--- src/rtl/pdm_stim_tx.sv ---
// First-order sigma-delta (PDM) stimulus transmitter: one-deep sample buffer,
// OSR clocks per sample, complementary PDM pins and underrun accounting.
module pdm_stim_tx #(
  parameter int WIDTH = 8,
  parameter int OSR   = 16
) (
  input  logic             clk,
  input  logic             rst_n,
  input  logic             ena,
  input  logic [WIDTH-1:0] sample_in,
  input  logic             sample_valid,
  output logic             sample_ready,
  output logic             pdm_p,
  output logic             pdm_n,
  output logic             frame_strobe,
  output logic             underrun,
  output logic [7:0]       underrun_cnt,
  output logic             busy
);

  localparam int PW = (OSR > 1) ? $clog2(OSR) : 1;
  localparam logic [PW-1:0] PHASE_LAST = PW'(OSR - 1);

  typedef enum logic {IDLE, RUN} state_t;

  state_t           state, state_nxt;
  logic [WIDTH-1:0] buf_data;
  logic             buf_full;
  logic [WIDTH-1:0] act;
  logic [WIDTH-1:0] acc;
  logic [PW-1:0]    phase;
  logic [WIDTH:0]   sum;
  logic             frame_end;
  logic             accept;
  logic             load;

  assign sum       = {1'b0, acc} + {1'b0, act};
  assign frame_end = (state == RUN) && (phase == PHASE_LAST);
  assign accept    = ena && sample_valid && !buf_full;
  assign load      = ena && buf_full && ((state == IDLE) || frame_end);

  // State register.
  // NOTE: sequential state uses non-blocking assignments so every flop samples
  // pre-edge values regardless of process evaluation order.
  always_ff @(posedge clk or negedge rst_n) begin
    if (!rst_n) state <= IDLE;
    else        state <= state_nxt;
  end

  // Next-state logic.
  // NOTE: default assignment first, so no path leaves state_nxt unassigned (no latch).
  always_comb begin
    state_nxt = state;
    if (!ena) begin
      state_nxt = IDLE;
    end else begin
      case (state)
        IDLE:    if (buf_full) state_nxt = RUN;
        RUN:     state_nxt = RUN;
        default: state_nxt = IDLE;
      endcase
    end
  end

  // Output decode; ready comes straight from the buffer flop.
  always_comb begin
    sample_ready = !buf_full;
    busy         = (state == RUN);
  end

  // Buffer, modulator datapath and status pulses.
  always_ff @(posedge clk or negedge rst_n) begin
    if (!rst_n) begin
      buf_data     <= '0;
      buf_full     <= 1'b0;
      act          <= '0;
      acc          <= '0;
      phase        <= '0;
      pdm_p        <= 1'b0;
      pdm_n        <= 1'b0;
      frame_strobe <= 1'b0;
      underrun     <= 1'b0;
      underrun_cnt <= '0;
    end else begin
      frame_strobe <= 1'b0;
      underrun     <= 1'b0;
      if (!ena) begin
        // Disable flushes the buffer and restarts the modulator from zero.
        buf_full <= 1'b0;
        acc      <= '0;
        phase    <= '0;
        pdm_p    <= 1'b0;
        pdm_n    <= 1'b0;
      end else begin
        if (load) begin
          act          <= buf_data;
          buf_full     <= 1'b0;
          frame_strobe <= 1'b1;
        end
        if (accept) begin
          buf_data <= sample_in;
          buf_full <= 1'b1;
        end
        if (state == IDLE) begin
          acc   <= '0;
          phase <= '0;
          pdm_p <= 1'b0;
          pdm_n <= 1'b0;
        end else begin
          // Accumulator runs across frames so quantisation error carries over.
          acc   <= sum[WIDTH-1:0];
          pdm_p <= sum[WIDTH];
          pdm_n <= !sum[WIDTH];
          phase <= frame_end ? '0 : phase + PW'(1);
          if (frame_end && !buf_full) begin
            underrun <= 1'b1;
            if (underrun_cnt != 8'hFF) underrun_cnt <= underrun_cnt + 8'd1;
          end
        end
      end
    end
  end

endmodule
--- config.mk ---
export PLATFORM = sky130hd
export DESIGN_NAME = pdm_stim_tx
export DESIGN_NICKNAME = d
export VERILOG_FILES = /design/src/rtl/pdm_stim_tx.sv
export SDC_FILE = /design/constraint.sdc
export NUM_CORES = 1
export LEC_CHECK = 0
export CAP_MARGIN = 20
export CORE_AREA = 5 5 82 84
export CTS_CLUSTER_DIAMETER = 150
export DETAILED_ROUTE_END_ITERATION = 10
export DIE_AREA = 0 0 87 89
export SYNTH_ARGS = -nofsm -noshare
export SYNTH_HDL_FRONTEND = slang
export SYNTH_SLANG_ARGS = --single-unit
export TNS_END_PERCENT = 10
--- constraint.sdc ---
create_clock -name clk -period 1.7 [get_ports clk]
set_input_delay 0.17 -clock clk [delete_from_list [all_inputs] [get_ports clk]]
set_output_delay 0.17 -clock clk [all_outputs]
set_load 0.005 [all_outputs]
; ---- Word-level counts from Yosys, hierarchy flattened
; Cells that the tools add are included.
; W data, S select, Z words.
[word_totals]
latch_bits = 0
ramBits = 0
n_memories = 0
register_bits = 42
in_bits = 12
output_inout_bits = 14
wordCells = 50
mem_bits_ro = 0
[op_classes]
add_sub_neg = 3
div = 0
magnitude_cmp = 0
n_eq_ne = 3
n_reduce_logical = 12
n_shift = 0
bitwise_logic = 1
mul = 0
muxes = 20
[ops]
columns = operator, n
row1 = $mux W8, 2
row2 = $mux W1, 14
row3 = $mux W4, 3
row4 = $add A8 B8 Y9, 1
row5 = $add A8 B1 Y8 const B, 1
row6 = $ne A8 B8 Y1 const B, 1
row7 = $logic_and A1 B1 Y1, 6
row8 = $add A4 B1 Y4 const B, 1
row9 = $eq A4 B4 Y1 const B, 1
row10 = $reduce_and A2 Y1, 2
row11 = $reduce_and A4 Y1, 1
row12 = $ne A3 B1 Y1 const B, 1
row13 = $logic_not A1 Y1, 2
row14 = $pmux W1 S2, 1
row15 = $logic_or A1 B1 Y1, 1
row16 = $not A1 Y1, 1

; ---- Depth between registers and ports, before layout
[logic_depth]
word_depth = 7
ltp_mapped = 6
depth_no_buf = 6

; ---- Least setup slack after synthesis
; No wires, ideal clock.
[synth_path]
path_kind = register to register
start = register act[0]
end = register pdm_n
n_path_buf = 0
setup_time_ns = 0.064
stages_incl_launch_ff = 7
path_slack_ns = -0.124
t_required_ns = 1.636
arrival_time_ns = 1.760
synth_period_minus_slack_ns = 1.824
path_cell_list = dfrtp_1 ha_1 fa_1 a21o_1 a221oi_1 nand2b_1 a31o_2
[synth_via]
elab_chain_cells = 4
[synth_rtl]
columns = element, line
row1 = "start, declared", 29  ; logic [WIDTH-1:0] act;
row2 = "start signal, assigned", 96  ; act <= buf_data;
row3 = $add A8 B8 Y9, 37  ; assign sum = {1'b0, acc} + {1'b0, act};
row4 = $logic_not A1 Y1, 113  ; pdm_n <= !sum[WIDTH];
row5 = $mux W1, 104  ; if (state == IDLE) begin
row6 = $mux W1, 87  ; if (!ena) begin
row7 = "end signal, assigned", 113
row8 = "end, declared", 14  ; output logic pdm_n,
; Every way passes these cells.
; A chain may end at the register's enable or synchronous reset.

; ---- Worst setup path after layout
; Ends and elaborated chain as after synthesis.

==> results_tabular.tex <==
\begin{tabular}{lr}
\hline
Metric & Value \\
\hline
\multicolumn{2}{l}{\textbf{Run status}} \\
\quad Status & finished, violations left \\
\quad Violated checks & setup timing \\
\multicolumn{2}{l}{\textbf{Floorplan}} \\
\quad Effective utilization at floorplan & 34.1\% \\
\quad Height of the die & 89 um \\
\quad Die width & 87 um \\
\quad Die area & 7740 um\^{}2 \\
\quad Number of ports placed on the die boundary & 26 \\
\quad Standard cell core area & 5850 um\^{}2 \\
\quad Number of standard-cell rows in the floorplan & 28 \\
\multicolumn{2}{l}{\textbf{Drt}} \\
\quad Remaining routing DRC violations & 0 \\
\quad Iteration-0 DRC count of the detailed router & 22 \\
\quad Via density & 4.88 \\
\quad Antenna-violating nets left & 0 \\
\quad DRT Wirelength & 3.88 mm \\
\quad Number of optimization iterations in the first detailed-route pass & 3 \\
\quad Post-DR wirelength/cell & 13.4 um \\
\quad Total via count in the routed design & 1409 \\
\multicolumn{2}{l}{\textbf{Critical path}} \\
\quad Cell with the biggest individual delay on the critical path & dfrtp\_1 \\
\quad R2r endpoint & pdm\_n\$\_DFF\_PN0\_ \\
\quad Maximum fanout along the worst path & 2 \\
\quad Delay-heaviest family, CP & compound AO/OA/AOI/OAI gates \\
\quad Worst path required time & 1.94 ns \\
\quad Crit path capture type & flip-flop \\
\quad Peak per-stage delay on the critical path & 0.39 ns \\
\quad Category of the worst setup path launch point & flip-flop \\
\quad Crit Reg-Reg Startpoint & act[0]\$\_DFFE\_PN0P\_ \\
\quad Arrival time worst endpoint & 2.01 ns \\
\quad Slack of the worst reg-to-reg path & -0.06 ns \\
\quad Worst Setup Path Type & reg -> reg \\
\quad Number of buffer and inverter instances along the worst setup path & 0 \\
\quad R2R depth & 6 \\
\quad Critical Path, Cell by Cell & ha\_2 > fa\_2 > a21o\_1 > a221oi\_2 > nand2b\_4 > a31o\_4 \\
\multicolumn{2}{l}{\textbf{Layout}} \\
\quad Final-stage net count & 236 \\
\quad Proportion of layout cells with a drive suffix above 1 & 29.0\% \\
\quad Diodes inserted & 0 \\
\quad Final standard cell area without fillers & 2640 um\^{}2 \\
\quad Leading cell type in the layout, fill and taps excluded & dfrtp\_1 \\
\quad Top library cells by usage in the layout, fill and taps aside & dfrtp\_1 (42), clkdlybuf4s50\_1 (24), buf\_4 (19), mux2\_2 (18), nor2\_1 (11) \\
\quad Signed area change from the synthesized netlist to the final layout & 32.2\% \\
\quad Utilization after layout & 45.1\% \\
\multicolumn{2}{l}{\textbf{Power and ir drop}} \\
\quad Combinational fraction of design power & 24.1\% \\
\quad Sw frac & 28.7\% \\
\quad Leakage Power & 1.20 nW \\
\quad Net switching power of the design & 0.709 mW \\
\quad Sequential group share of total power & 49.3\% \\
\quad Maximum ir drop on the vdd rail & 0.368 mV \\
\quad Internal power & 1.76 mW \\
\quad Power density over the cells & 937 nW/um\^{}2 \\
\quad Power Total & 2.47 mW \\
\quad Clk pwr share & 26.7\% \\
\multicolumn{2}{l}{\textbf{STA}} \\
\quad Final setup TNS & -0.109 ns \\
\quad Maximum achievable frequency & 567 MHz \\
\quad Relative slew margins & 68.1\% \\
\quad Setup slack after layout & -0.0623 ns \\
\quad Time the final worst path needs with I/O delays and setup & 1.76 ns \\
\quad Final setup violation count & 2 \\
\quad Final Hold Vio Count & 0 \\
\quad Final period util & 104\% \\
\quad Worst clock skew & 0.00896 ns \\
\quad Max-slew violations & 0 \\
\quad Unrepaired setup endpoints after global routing & yes \\
\quad Transition time at the pin with the least slew margin & 0.479 ns \\
\multicolumn{2}{l}{\textbf{Synth}} \\
\quad Post-synth cell types & 38 \\
\quad Net count of the mapped netlist & 185 \\
\quad Combined area of all synthesized cells & 1990 um\^{}2 \\
\quad Mean instance size in the synthesized netlist & 12.3 um\^{}2 \\
\quad Synthesized instance count & 162 \\
\quad Number of register bits inferred by synthesis & 42 \\
\quad Sequential element share of the synthesized area & 52.7\% \\
\quad Yosys Warn Count & 0 \\
\multicolumn{2}{l}{\textbf{Placed design}} \\
\quad Routability congestion estimate from global placement & 0.743 \\
\quad PortBufs & 25 \\
\quad Post-place instance area & 2480 um\^{}2 \\
\quad DP HPWL & 2.93 mm \\
\multicolumn{2}{l}{\textbf{Job}} \\
\quad Number of max-cap violations & 0 \\
\multicolumn{2}{l}{\textbf{CTS}} \\
\quad Clock slew seen by the registers of the worst setup and hold paths & 0.09 ns \\
\quad Clk Latency, worst-skew pair & 0.30 ns \\
\quad Number of buffers inserted during clock tree synthesis & 5 \\
\quad Worst-case clock buffer depth & 2 \\
\quad Number of sinks driven by the clock tree & 42 \\
\quad Maximum level of the CTS H-tree & 2 \\
\quad CTS tree & done \\
\quad Buffer type at the clock tree root & clkbuf\_8 \\
\multicolumn{2}{l}{\textbf{Worst hold path}} \\
\quad Type of the tightest min-delay check & in -> async \\
\multicolumn{2}{l}{\textbf{Global route}} \\
\quad Grt total ovfl & 0 \\
\quad GR Util All Layers & 11.3\% \\
\quad Antenna violations before repair & 0 \\
\quad Pin count of the biggest net entering global routing & 23 \\
\quad First-pass GRT wire length & 6.73 mm \\
\quad Number of global-route vias before repair & 1423 \\
\hline
\end{tabular}
final cells by class:
| type | instances | area, um^2 |
|---|---|---|
| fillers | 536 | 3210 |
| flip-flops and latches | 42 | 1050 |
| multi-input cells | 112 | 962 |
| repair buffers | 46 | 418 |
| well taps | 75 | 93.8 |
| clock buffers | 5 | 68.8 |
| inverters | 6 | 22.5 |
| clock inverters | 3 | 21.3 |
metal layers:
metal	vias up	part of all wire [%]	wire length, um	track usage (%)
li1	686	-	-	-
met1	695	47	1830	14.8
met2	21	47	1810	17.9
met3	7	4.3	167	2.76
met4	0	1.8	70	4.67
met5	-	0	0	0
cell usage after synthesis:
library cell  instances  area (um^2)
dfrtp_1              42         1050
mux2_2               18          203
nor2_1               11         41.3
ha_1                 10          125
a21oi_1               8         40.0
nand3_1               8         40.0
and3_1                6         37.5
inv_1                 6         22.5
nand2_1               5         18.8
xnor2_1               4         35.0
nand2b_1              3         18.8
nor3_1                3         15.0
o21ai_0               3         15.0
xor2_1                3         26.3
a21o_1                2         15.0
a31oi_1               2         12.5
and2_1                2         12.5
mux2i_1               2         20.0
nor3b_1               2         15.0
nor4_4                2         42.5
nor4b_1               2         17.5
o21a_1                2         15.0
a21boi_0              1         7.51
a21boi_1              1         7.51
a21oi_2               1         8.76
a221oi_1              1         8.76
a311o_1               1         10.0
a31o_2                1         8.76
and4_1                1         8.76
and4b_1               1         10.0
buf_1                 1         3.75
clkbuf_2              1         5.00
fa_1                  1         20.0
nand2_4               1         11.3
nand3_2               1         10.0
nand3_4               1         17.5
nand4b_1              1         8.76
o311ai_0              1         8.76
timing repair:
action                                 in CTS  in global routing
setup buffers                               2                  0
hold buffers                                1                  0
pin swaps                                   4                  0
endpoints found under the hold margin      20                  0
setup endpoints to repair                   5                  7
gates resized for setup                     4                  3
how the worst max path moves through the flow:
stage	slack, ns	start	end	depth (start not counted)
after detailed placement	-0.08	act[0]$_DFFE_PN0P_	pdm_n$_DFF_PN0_	6
final	-0.06	act[0]$_DFFE_PN0P_	pdm_n$_DFF_PN0_	6
after floorplan	0.006	act[0]$_DFFE_PN0P_	pdm_n$_DFF_PN0_	6
after global placement	-0.04	act[0]$_DFFE_PN0P_	pdm_n$_DFF_PN0_	6
after CTS	-0.07	act[0]$_DFFE_PN0P_	pdm_n$_DFF_PN0_	6
after global routing	-0.15	act[0]$_DFFE_PN0P_	pdm_n$_DFF_PN0_	6
sequential cells by signal, indices dropped and copies added, names as in the netlist:
signal	count
acc	8
act	8
buf_data	8
buf_full	1
busy	1
frame_strobe	1
pdm_n	1
pdm_p	1
phase	4
underrun	1
underrun_cnt	8
stage by stage:
step	cells	hold slack, ns	setup slack (ns)
finish	289	0.348	-0.0623
global route	289	0.398	-0.151
global placement	278	0.163	-0.0377
detailed placement	278	0.162	-0.0790
floorplan	162	-0.126	0.00550
CTS	289	0.368	-0.0652
power by group through the flow:
| stage | clock, mW | sequential (mW) | combinational [mW] |
|---|---|---|---|
| 2_1_floorplan | 0 | 1.21 | 0.362 |
| 3_3_place_gp | 0 | 1.23 | 0.556 |
| 3_5_place_dp | 0 | 1.24 | 0.567 |
| 4_1_cts | 0.680 | 1.22 | 0.599 |
| 5_1_grt | 0.721 | 1.24 | 0.672 |
| 6_report | 0.659 | 1.22 | 0.595 |
kinds of logic (layout without fill, tap and decap cells):
| family | after synthesis | in the layout | synth area share, % |
|---|---|---|---|
| simple gates | 50 | 50 | 16.3 |
| compound gates | 24 | 24 | 7.90 |
| fa+ha+maj | 11 | 11 | 7.28 |
| flops | 42 | 42 | 52.7 |
| buf+inv | 8 | 60 | 1.57 |
| xor+xnor | 7 | 7 | 3.07 |
| mux | 20 | 20 | 11.2 |
Power figures use the tool's default switching activity.
